--- src/rtl/systolic_skew_feeder.sv ---
// Skewed multi-lane operand feeder: lane i of a preloaded tile is delayed by i steps.
// Define SKEW_FEEDER_VALID_EN to add per-lane q_valid outputs.
module systolic_skew_feeder #(
  parameter int LANES = 8,
  parameter int DEPTH = 8,
  parameter int BITS  = 8
) (
  input  logic                                        clk,
  input  logic                                        rst_n,
  input  logic                                        load,
  input  logic signed [LANES-1:0][DEPTH-1:0][BITS-1:0] d,
  input  logic                                        en,
  output logic signed [LANES-1:0][BITS-1:0]            q,
  output logic                                        busy,
  output logic                                        done
`ifdef SKEW_FEEDER_VALID_EN
  ,
  output logic [LANES-1:0]                            q_valid
`endif
);

  localparam int STEPS = DEPTH + LANES - 1;
  localparam int CW    = (STEPS > 1) ? $clog2(STEPS) : 1;
  localparam logic [CW-1:0] LAST = CW'(STEPS - 1);

  typedef enum logic {IDLE = 1'b0, RUN = 1'b1} state_t;

  state_t                               state_reg, state_next;
  logic [CW-1:0]                        cnt_reg, cnt_next;
  logic                                 done_reg, done_next;
  logic [LANES-1:0][DEPTH-1:0][BITS-1:0] tile_reg;
  logic                                 final_step;

  // load always wins over the last enabled step, so a restart never pulses done
  assign final_step = (state_reg == RUN) && en && !load && (cnt_reg == LAST);

  always_ff @(posedge clk or negedge rst_n) begin
    if (!rst_n) begin
      state_reg <= IDLE;
    end else begin
      state_reg <= state_next;
    end
  end

  always_comb begin
    state_next = state_reg;
    if (load) begin
      state_next = RUN;
    end else if (final_step) begin
      state_next = IDLE;
    end
  end

  always_comb begin
    cnt_next  = cnt_reg;
    done_next = 1'b0;
    if (load) begin
      cnt_next = '0;
    end else if (state_reg == RUN && en) begin
      if (cnt_reg == LAST) begin
        cnt_next  = '0;
        done_next = 1'b1;
      end else begin
        cnt_next = cnt_reg + 1'b1;
      end
    end
  end

  always_ff @(posedge clk or negedge rst_n) begin
    if (!rst_n) begin
      tile_reg <= '0;
      cnt_reg  <= '0;
      done_reg <= 1'b0;
    end else begin
      if (load) begin
        tile_reg <= d;
      end
      cnt_reg  <= cnt_next;
      done_reg <= done_next;
    end
  end

  // lane i shows element k when cnt == i + k; outside that window it is skew padding
  always_comb begin
    busy = (state_reg == RUN);
    done = done_reg;
    q    = '0;
    for (int i = 0; i < LANES; i++) begin
      for (int k = 0; k < DEPTH; k++) begin
        if (state_reg == RUN && int'(cnt_reg) == i + k) begin
          q[i] = tile_reg[i][k];
        end
      end
    end
  end

`ifdef SKEW_FEEDER_VALID_EN
  always_comb begin
    q_valid = '0;
    for (int i = 0; i < LANES; i++) begin
      if (state_reg == RUN && int'(cnt_reg) >= i && int'(cnt_reg) < i + DEPTH) begin
        q_valid[i] = 1'b1;
      end
    end
  end
`endif

endmodule
--- config.mk ---
export PLATFORM = sky130hd
export DESIGN_NAME = systolic_skew_feeder
export DESIGN_NICKNAME = d
export VERILOG_FILES = /design/src/rtl/systolic_skew_feeder.sv
export SDC_FILE = /design/constraint.sdc
export NUM_CORES = 1
export LEC_CHECK = 0
export ABC_AREA = 0
export CAP_MARGIN = 25
export CELL_PAD_IN_SITES_DETAIL_PLACEMENT = 0
export CELL_PAD_IN_SITES_GLOBAL_PLACEMENT = 2
export CORE_MARGIN = 1.5
export CORE_UTILIZATION = 35
export CTS_CLUSTER_SIZE = 12
export DETAILED_ROUTE_END_ITERATION = 16
export PLACE_DENSITY = 0.95
export SLEW_MARGIN = 20
export SYNTH_ARGS = -nofsm -noshare
export SYNTH_HDL_FRONTEND = slang
export SYNTH_SLANG_ARGS = --single-unit
--- constraint.sdc ---
create_clock -name clk -period 5.4 [get_ports clk]
set_input_delay 1.08 -clock clk [delete_from_list [all_inputs] [get_ports clk]]
set_output_delay 1.08 -clock clk [all_outputs]
set_load 0.01 [all_outputs]
Word level (Yosys, flattened, before mapping)
Cells that the tools add are included.
- register bits: 518
- input port bits: 516
- output and inout bits: 66
- logic and storage cells: 177
- $add $sub $neg: 1
- eq/ne operators: 15
- multiplexer cells: 72
- reduce and logical (&&, ||, !) cells: 22
- operator list (cell ; number):
    $mux 8 ; 64
    $eq 4x4->1 const B ; 9
    $logic_and 1x1->1 ; 18
    $eq 4x3->1 const B ; 4
    $mux 4 ; 3
    $eq 4x2->1 const B ; 2
    $mux 1 ; 5
    $add 4x1->4 const B ; 1
    $logic_not 4->1 ; 1
    $reduce_bool 2->1 ; 2
    $logic_not 1->1 ; 1

Depth between registers and ports, before layout
Gate-level depths: netlist (run 1).
- word-level depth: 10
- gate-level depth with buffers: 8
- depth with buffers taken out: 5

Worst setup path after synthesis (run 1)
Ideal clock, no wire load.
- kind: register to output
- start point: reg state_reg (netlist: busy)
- end point: out q[61] (netlist bit)
- arrival: 1.723 ns
- data required time: 4.320 ns
- path slack: 2.597 ns
- cell stages (with the launch flop): 6
- buffers on the path: 1
- cell sequence: dfrtp_1 > nand2_1 > clkbuf_1 > nor2_1 > a22o_1 > a222oi_1
- RTL lines (item ; line ; text):
    from (decl) ; 28 ; state_t state_reg, state_next;
    from (signal assigned) ; 41 ; state_reg <= state_next;
    to (decl) ; 13 ; output logic signed [LANES-1:0][BITS-1:0] q,

==> results.md, run 1 <==
Synth:
- The post-synthesis compound-gate area fraction is 10.9%.
- The cell count after synthesis is 1,888.
- The biggest area contributor in the post-synthesis netlist is sky130_fd_sc_hd__dfrtp_1.
- The number of warnings reported in the yosys synthesis log is 0.
- The synthesized design contains 0 enable-type register cells.
- The combinational family with the most area after synthesis is multiplexers.
- In this run the mean area of a mapped cell was 12.5 um^2.
- Sequential cells were found to cover 54.8% of the synthesized design area.
- The post-synthesis async set-or-reset flop share is 100%.
- The fraction of synthesized cell area taken by the top area cell type is 54.8%.
- Of the post-synthesis cell area, the part taken by muxes is 26.6%.
- The most used flip-flop cell after synthesis is sky130_fd_sc_hd__dfrtp_1.
- Counting distinct cell types in the post-synthesis netlist gives 51.
- The mapped netlist covers 23,600 um^2.
- The area share of xor/xnor cells in the synthesized design is 0%.
- Of the total synthesized cell area, the portion taken by full adders, half adders and majority gates is 0%.
- The basic-gate share of the synthesized area counting and, or, nand and nor cells is 4.83%.
- The synthesized design contains 518 register bits.
- The number of nets produced by synthesis is 2,404.
- Yosys attributes the largest share of cell area to sky130_fd_sc_hd__dfrtp_1 (55%), sky130_fd_sc_hd__mux2_2 (25%), sky130_fd_sc_hd__o21ai_0 (2.3%).

Timing:
- The actual slew at the worst max-slew pin is 1.12 ns.
- Dividing the final minimum period by the clock period gives 96.0%.
- Setup violations remaining at the end of the flow were counted as 0.
- Headroom to the max-slew limit came out at 25.0%.
- After routing, the total negative slack on setup checks comes to 0 ns.
- The top achievable clock speed is 193 MHz.
- The number of pins with negative max-slew slack in the final report came to 0.
- The number of hold-slack violations in the final timing report is 0.
- Setup repair after global routing left no endpoint under its margin.
- The post-layout minimum cycle time is 5.19 ns.
- On the final layout, the worst clock skew is 0.0112 ns.

Setup path:
- For the worst setup path, the data arrival time is 4.11 ns.
- The required time of the worst setup path is 4.32 ns.
- The worst setup path is captured at an output pin.
- STA classifies the critical path startpoint as a register.
- The source of the worst register-to-register timing path is cnt_reg[0].
- The critical setup path kind is register to output pin.
- The launch point of the critical path is busy.
- The maximum fanout encountered on the critical timing path is 11.

Layout:
- The flip-flop count of the largest register after layout is 512.
- At the end of the flow, the number of nets in the layout was 2,937.
- Relative to the synthesized area, the layout overhead comes to 36.9%.
- The share of cells above drive strength 1 is 27.5%.
- With fillers left out, the area of the finished cells amounts to 32,400 um^2.

Clock tree:
- The number of gates resized after CTS was 0.
- The clock tree synthesis step divided the H-tree into 2 levels.
- The CTS tree is built.
- Buffers inserted to repair hold after CTS numbered 0.
- In this run the post-CTS setup repair buffer count came out at 0.
- The worst-skew pair later-pin latency is 0.61 ns.
- The root buffer cell chosen for the clock tree is sky130_fd_sc_hd__clkbuf_16.
- Counting the buffers created by CTS gives 58.
- The register clock-pin slew on the reported worst setup and hold paths is 0.06 ns.
- The number of clock sinks is 518.
- The maximum root-to-sink buffer count is 3.

Power and ir drop:
- The power density over the cells is 307 nW/um^2.
- The largest voltage drop on the vdd net is 0.000221 V.
- The leakage power is 0.0128 uW.

Route:
- The routed design has 85.0 mm of wire.
- The number of DRC violations after detailed-routing iteration 0 is 1,391.
- The total DRC errors in the routed layout is 0.
- The final routed wire length divided by cell count is 25.3 um.
- For this block, the via count after detailed routing is 18,184.
- After detailed routing, the number of vias per cell comes to 5.41.
- The first-pass iteration count of the detailed router is 10.
- The detail route stage leaves a number of antenna-violating nets equal to 0.

Die:
- Once the floorplan was initialized, standard cells occupied 35.3% of the core.
- The core region is 67,000 um^2.
- The cell row count is 95.
- The die is 263 um wide.
- The number of placed I/O pins is 582.
- In this run the vertical extent of the chip is 263 um.
- The area of the die is 69,100 um^2.

GRT:
- For met1 alone, demand over resource in global routing was 30.2%.
- The total congestion overflow is 0.
- Global routing consumed, on the met3 layer, 5.39% of the routing resources.
- In the global route stage, met2 resource usage came out at 40.3%.
- The via count of the first global-routing pass is 19,605.
- The number of antenna violations at the first check in global routing came to 37.
- The first global-routing pass estimated 126 mm of wire.
- The combined global-route utilization of all metal layers is 24.1%.
- In this run the most used layer during global routing was met2.
- Entering global routing, the biggest net connects 166 pins.

Status:
- The flow ran to the end, and the final reports show no timing, DRC or antenna violations.

Placed design:
- The number of buffer cells added on primary ports is 581.
- The detailed placement HPWL is 60.6 mm.
- The placed instance area is 30,300 um^2.
- The placer congestion estimate is 0.928.

Min path:
- The worst min-delay path class is register to register.
- The beginning of the worst hold path is tile_reg[89].

Flow run:
- The count of max-cap constraint violations is 0.
==> per-stage QoR <==
stage | worst slack, ns | cells | power (uW) | hold WS, ns | util, %
2_1_floorplan | 2.60 | 1888 | 5170 | 0.472 | -
3_3_place_gp | 0.867 | 3233 | 5890 | 0.483 | 45.3
3_5_place_dp | 0.871 | 3233 | 5940 | 0.488 | 45.3
4_1_cts | 0.193 | 3337 | 10000 | 0.502 | 48.2
5_1_grt | 0.193 | 3363 | 10300 | 0.511 | 48.3
6_report | 0.213 | 3363 | 9930 | 0.498 | 48.3
==> critical path, stage by stage (launching register included) <==
cell and delay [ns]:
sky130_fd_sc_hd__dfrtp_1 0.60, sky130_fd_sc_hd__nand2_1 0.43, sky130_fd_sc_hd__nor3_2 0.69, sky130_fd_sc_hd__o21ai_0 0.22, sky130_fd_sc_hd__a22o_1 0.30, sky130_fd_sc_hd__a222oi_1 0.58
sky130_fd_sc_hd__clkdlybuf4s50_1 0.69
==> final timing paths <==
| check | to | slack (ns) | depth (start not counted) |
|---|---|---|---|
| max | q[61] | 0.21 | 6 |
| min | tile_reg[89] | 0.50 | 1 |
| max reg2reg | cnt_reg[1] | 2.74 | 5 |
| min reg2reg | tile_reg[89] | 0.50 | 1 |
| max in group asynchronous | cnt_reg[0] | 3.37 | 2 |
| min in group asynchronous | tile_reg[64] | 0.58 | 1 |
==> layer usage <==
layer | part of all wire (%) | up-vias
li1 | - | 8065
met1 | 41 | 9252
met2 | 49 | 696
met3 | 6.7 | 149
met4 | 3.1 | 22
met5 | 0.17 | -
==> cell type report <==
cell class | count | area [um^2]
fill | 6007 | 34700
sequential | 518 | 13000
multi-input combinational | 1211 | 10000
timing repair buffer | 620 | 6210
clock buffer | 87 | 1750
tap | 873 | 1090
clock inverter | 17 | 198
antenna | 25 | 62.6
inverter | 12 | 45.0
==> synthesized netlist by cell type (all sizes together), types with 5 or more instances <==
cell and number:
nand2 91, a21o 7, o221ai 18, mux2 520, a21oi 90, nand2b 6, dfrtp 518, or3 14
a22oi 22, o21ai 112, clkbuf 79, a222oi 12, a22o 10, nand3 28, mux2i 38, a221oi 29
o22ai 61, nor2 75, inv 12, nor3 11, buf 68, a2bb2oi 7, o2bb2ai 6, o211ai 7
and2 10, a32oi 5
==> cells in the final DEF, fill, tap and decap left out, types with 5 or more instances in the layout <==
master and instances:
sky130_fd_sc_hd__a32oi_1 5, sky130_fd_sc_hd__clkbuf_8 17, sky130_fd_sc_hd__buf_4 31, sky130_fd_sc_hd__clkinv_2 9, sky130_fd_sc_hd__mux2_2 520, sky130_fd_sc_hd__diode_2 25, sky130_fd_sc_hd__nor3_1 7, sky130_fd_sc_hd__o21ai_0 108
sky130_fd_sc_hd__o22ai_1 61, sky130_fd_sc_hd__clkbuf_16 59, sky130_fd_sc_hd__dfrtp_1 515, sky130_fd_sc_hd__o221ai_1 18, sky130_fd_sc_hd__a21oi_1 90, sky130_fd_sc_hd__inv_1 10, sky130_fd_sc_hd__a22oi_1 22, sky130_fd_sc_hd__a221oi_1 29
sky130_fd_sc_hd__o2bb2ai_1 6, sky130_fd_sc_hd__nor2_1 72, sky130_fd_sc_hd__a21o_1 7, sky130_fd_sc_hd__a22o_1 10, sky130_fd_sc_hd__nand2_1 91, sky130_fd_sc_hd__a222oi_1 12, sky130_fd_sc_hd__buf_12 7, sky130_fd_sc_hd__or3_1 14
sky130_fd_sc_hd__a2bb2oi_1 7, sky130_fd_sc_hd__o211ai_1 7, sky130_fd_sc_hd__clkdlybuf4s50_1 579, sky130_fd_sc_hd__mux2i_1 38, sky130_fd_sc_hd__nand3_1 28, sky130_fd_sc_hd__clkbuf_1 11, sky130_fd_sc_hd__and2_1 10
==> power breakdown <==
group	switching [uW]	internal [uW]	total (uW)
sequential	254	4270	4520
clock	1640	2410	4060
combinational	524	827	1350
total	2420	7510	9930
==> kinds of logic (layout without fill, tap and decap cells) <==
family	count (synthesis)	in the layout
DFF	518	518
other	0	25
and+or+nand+nor	249	249
buffers and inverters	159	736
muxes	560	560
AOI/OAI and AO/OA	402	402
No activity file was read; power rests on OpenSTA's default activity.
==> inputs of run 2 (changes only) <==
- MAX_ROUTING_LAYER: default -> met4
==> run 2 against run 1 <==
Worst setup slack improved by 0.18 ns. Total power down 1.2%. Fmax is 3.7% higher. Sequential power about the same. Critical path depth stayed put. Combinational power barely moved. Global-route usage increased by 0.56 points. Clock power is 3% lower. Non-clock buffer count decreased by 2. Critical path type unchanged. Largest power group unchanged.
==> results.md, run 2 (same netlist as run 1, synthesis figures left out) <==
Route:
- The first-pass iteration count of the detailed router is 8 (-2).
- The routed wire length on met3 is 5.45 mm (-3.5%).
- The met1 routed wirelength after detailed routing is 35.1 mm (+0.40%).
- The total DRC errors in the routed layout was 0 (unchanged).
- The via total after detailed routing is 18,081 (-0.57%).
- The number of vias per cell is 5.37 (-0.63%).
- The remaining antenna violation count is 0 (unchanged).
- The total detailed-routing wirelength is 84.2 mm (-0.86%).
- The final routed wire length divided by cell count was 25.0 um (-0.92%).
- The highest routed metal layer is met4.
- The number of DRC violations after detailed-routing iteration 0 came to 1,373 (-1.3%).
- The amount of wire on met2 after detailed routing came to 41.4 mm (-0.40%).

Die:
- The placeable core region was 67,000 um^2 (unchanged).
- The cell row count came to 95 (unchanged).
- The width of the chip is 263 um (unchanged).
- The overall die height was 263 um (unchanged).
- The number of placed I/O pins is 582 (unchanged).
- The initial core utilization is 35.3% (unchanged).
- The area of the die is 69,100 um^2 (unchanged).

Layout:
- The final core area utilization was 48.2% (-0.10 points).
- The share of cells above drive strength 1 came to 27.2% (-0.26 points).
- The flip-flop count of the largest register after layout is 512 (unchanged).
- Leaving out fill and tap cells, the most frequent cells in the layout are sky130_fd_sc_hd__clkdlybuf4s50_1 (579), sky130_fd_sc_hd__mux2_2 (520), sky130_fd_sc_hd__dfrtp_1 (515), sky130_fd_sc_hd__o21ai_0 (108), sky130_fd_sc_hd__nand2_1 (91).
- The multi-input logic area is 10,000 um^2 (unchanged).
- The most common cell after layout, fill and taps aside is sky130_fd_sc_hd__clkdlybuf4s50_1.
- The area growth from synthesis to layout is 36.6%.
- The sequential cell area came to 13,000 um^2 (unchanged).
- The count of fill cells added during filler insertion is 5,971 (-0.60%).
- The final net count was 2,935 (-0.068%).

Clock tree:
- The total clock buffers created by CTS is 58 (unchanged).
- The worst-skew pair later-pin latency is 0.61 ns (about the same).
- The number of clock sinks is 518 (unchanged).
- The number of buffers added to fix hold violations after cts is 0 (unchanged).
- The maximum root-to-sink buffer count came to 3 (unchanged).
- The number of buffers added for setup after CTS was 0 (unchanged).
- The tree is rooted in a sky130_fd_sc_hd__clkbuf_16.
- The post-cts resize count is 0 (unchanged).
- The depth of the CTS H-tree is 2 (unchanged).
- The CTS tree is built.
- The register clock-pin slew on the reported worst setup and hold paths is 0.06 ns (about the same).

Power and ir drop:
- The largest voltage drop on the vdd net is 0.000250 V (+13%).
- The power density over the cells is 304 nW/um^2 (-1.0%).
- The leakage power is 0.0128 uW (-0.30%).

Setup path:
- The required time of the worst setup path is 4.32 ns (about the same).
- The maximum fanout encountered on the critical timing path is 56 (+45).
- The register-to-register setup slack is 2.85 ns (+0.11 ns).
- The critical setup path kind is register to output pin.
- The arrival time at the worst endpoint is 3.92 ns (-0.19 ns).
- STA classifies the critical path startpoint as a register.
- The type of element capturing the critical path is an output pin.

GRT:
- The number of antenna violations at the first check in global routing is 24 (-35%).
- The combined global-route utilization of all metal layers is 24.6% (+0.56 points).
- The maximum number of pins on one net before global-route repair is 155 (-6.6%).
- The total congestion overflow was 0 (unchanged).
- The via count of the first global-routing pass is 19,289 (-1.6%).
- The wire length of the first global-routing pass was 125 mm (-1.2%).

Flow run:
- The count of max-cap constraint violations was 0 (unchanged).

Timing:
- The tightest slew margin relative to the limit was 24.7% (-0.20 points).
- The post-layout minimum cycle time is 5.00 ns (-0.183 ns).
- Setup repair after global routing left no endpoint under its margin.
- The final number of setup-violating endpoints is 0 (unchanged).
- The portion of the clock cycle consumed by the worst path in the final layout is 92.7% (-3.4 points).
- The number of pins with negative max-slew slack in the final report is 0 (unchanged).
- The top achievable clock speed is 200 MHz (+3.7%).
- The final total negative setup slack is 0 ns (unchanged).
- The largest clock skew in the final design is 0.00987 ns (-0.00136 ns).
- The actual slew at the worst max-slew pin came to 1.13 ns (+0.0116 ns).
- The number of hold-slack violations in the final timing report was 0 (unchanged).

Min path:
- In this run the worst hold path is classified as input port to asynchronous set/reset pin.

Placed design:
- The detailed placement HPWL is 60.6 mm (about the same).
- The placer congestion estimate is 0.937 (+0.92%).
- The number of buffer cells added on primary ports is 581 (unchanged).

Status:
- The run finished with clean final reports.
run 2: cell types whose count changed in the layout (fill, tap and decap cells not counted), sizes merged:
| cell | before | now |
|---|---|---|
| bufinv | 4 | 2 |
| buf | 41 | 39 |
| clkinvlp | 2 | 1 |
| clkbuf | 87 | 90 |
| inv | 14 | 12 |
| clkinv | 9 | 11 |
| diode | 25 | 29 |
run 2: power breakdown:
| group | switching, uW | total, uW | leakage, uW | internal, uW |
|---|---|---|---|---|
| combinational | 527 | 1350 | 0.00576 | 825 |
| sequential | 248 | 4520 | 0.00606 | 4270 |
| clock | 1620 | 3940 | 0.000936 | 2320 |
run 2: final timing paths:
| check | end | start | cells past startpoint |
|---|---|---|---|
| worst max register to register | cnt_reg[2] | cnt_reg[0] | 4 |
| worst max-delay path | q[58] | cnt_reg[0] | 6 |
| worst min register to register | tile_reg[237] | tile_reg[237] | 1 |
| worst min-delay path | tile_reg[66] | rst_n | 1 |
| min in group clk | tile_reg[237] | tile_reg[237] | 1 |
| max in group asynchronous | tile_reg[263] | rst_n | 2 |
run 2: per-layer routing:
metal,vias up,track usage (%)
met5,-,-
met4,0,8.51
met3,122,5.23
met2,625,40.2
met1,9256,30.4
li1,8078,-
run 2: stage by stage:
step	cell area [um^2]	cells	hold WS [ns]	power, uW	setup slack [ns]
detailed placement	30300	3231	0.487	5940	1.04
CTS	32200	3335	0.362	9910	0.340
floorplan	23600	1888	0.472	5170	2.60
finish	32300	3365	0.375	9810	0.396
global route	32300	3360	0.384	10200	0.226
global placement	30300	3231	0.482	5900	1.09
run 2: final cells by class:
| class | instances | share of cell area [%] |
|---|---|---|
| antenna | 29 | 0.225 |
| clock buffer | 90 | 5.47 |
| clock inverter | 14 | 0.391 |
| inverter | 12 | 0.139 |
| multi-input combinational | 1211 | 31.1 |
| sequential | 518 | 40.2 |
| tap | 873 | 3.38 |
| timing repair buffer | 618 | 19.2 |
run 2: worst max-delay path, cell delays in order (launching register included):
cell	delay [ns]
sky130_fd_sc_hd__dfrtp_4	0.91
sky130_fd_sc_hd__buf_4	0.66
sky130_fd_sc_hd__nor2b_1	0.33
sky130_fd_sc_hd__a22o_1	0.31
sky130_fd_sc_hd__a222oi_1	0.28
sky130_fd_sc_hd__o22ai_1	0.15
sky130_fd_sc_hd__clkdlybuf4s50_1	0.54
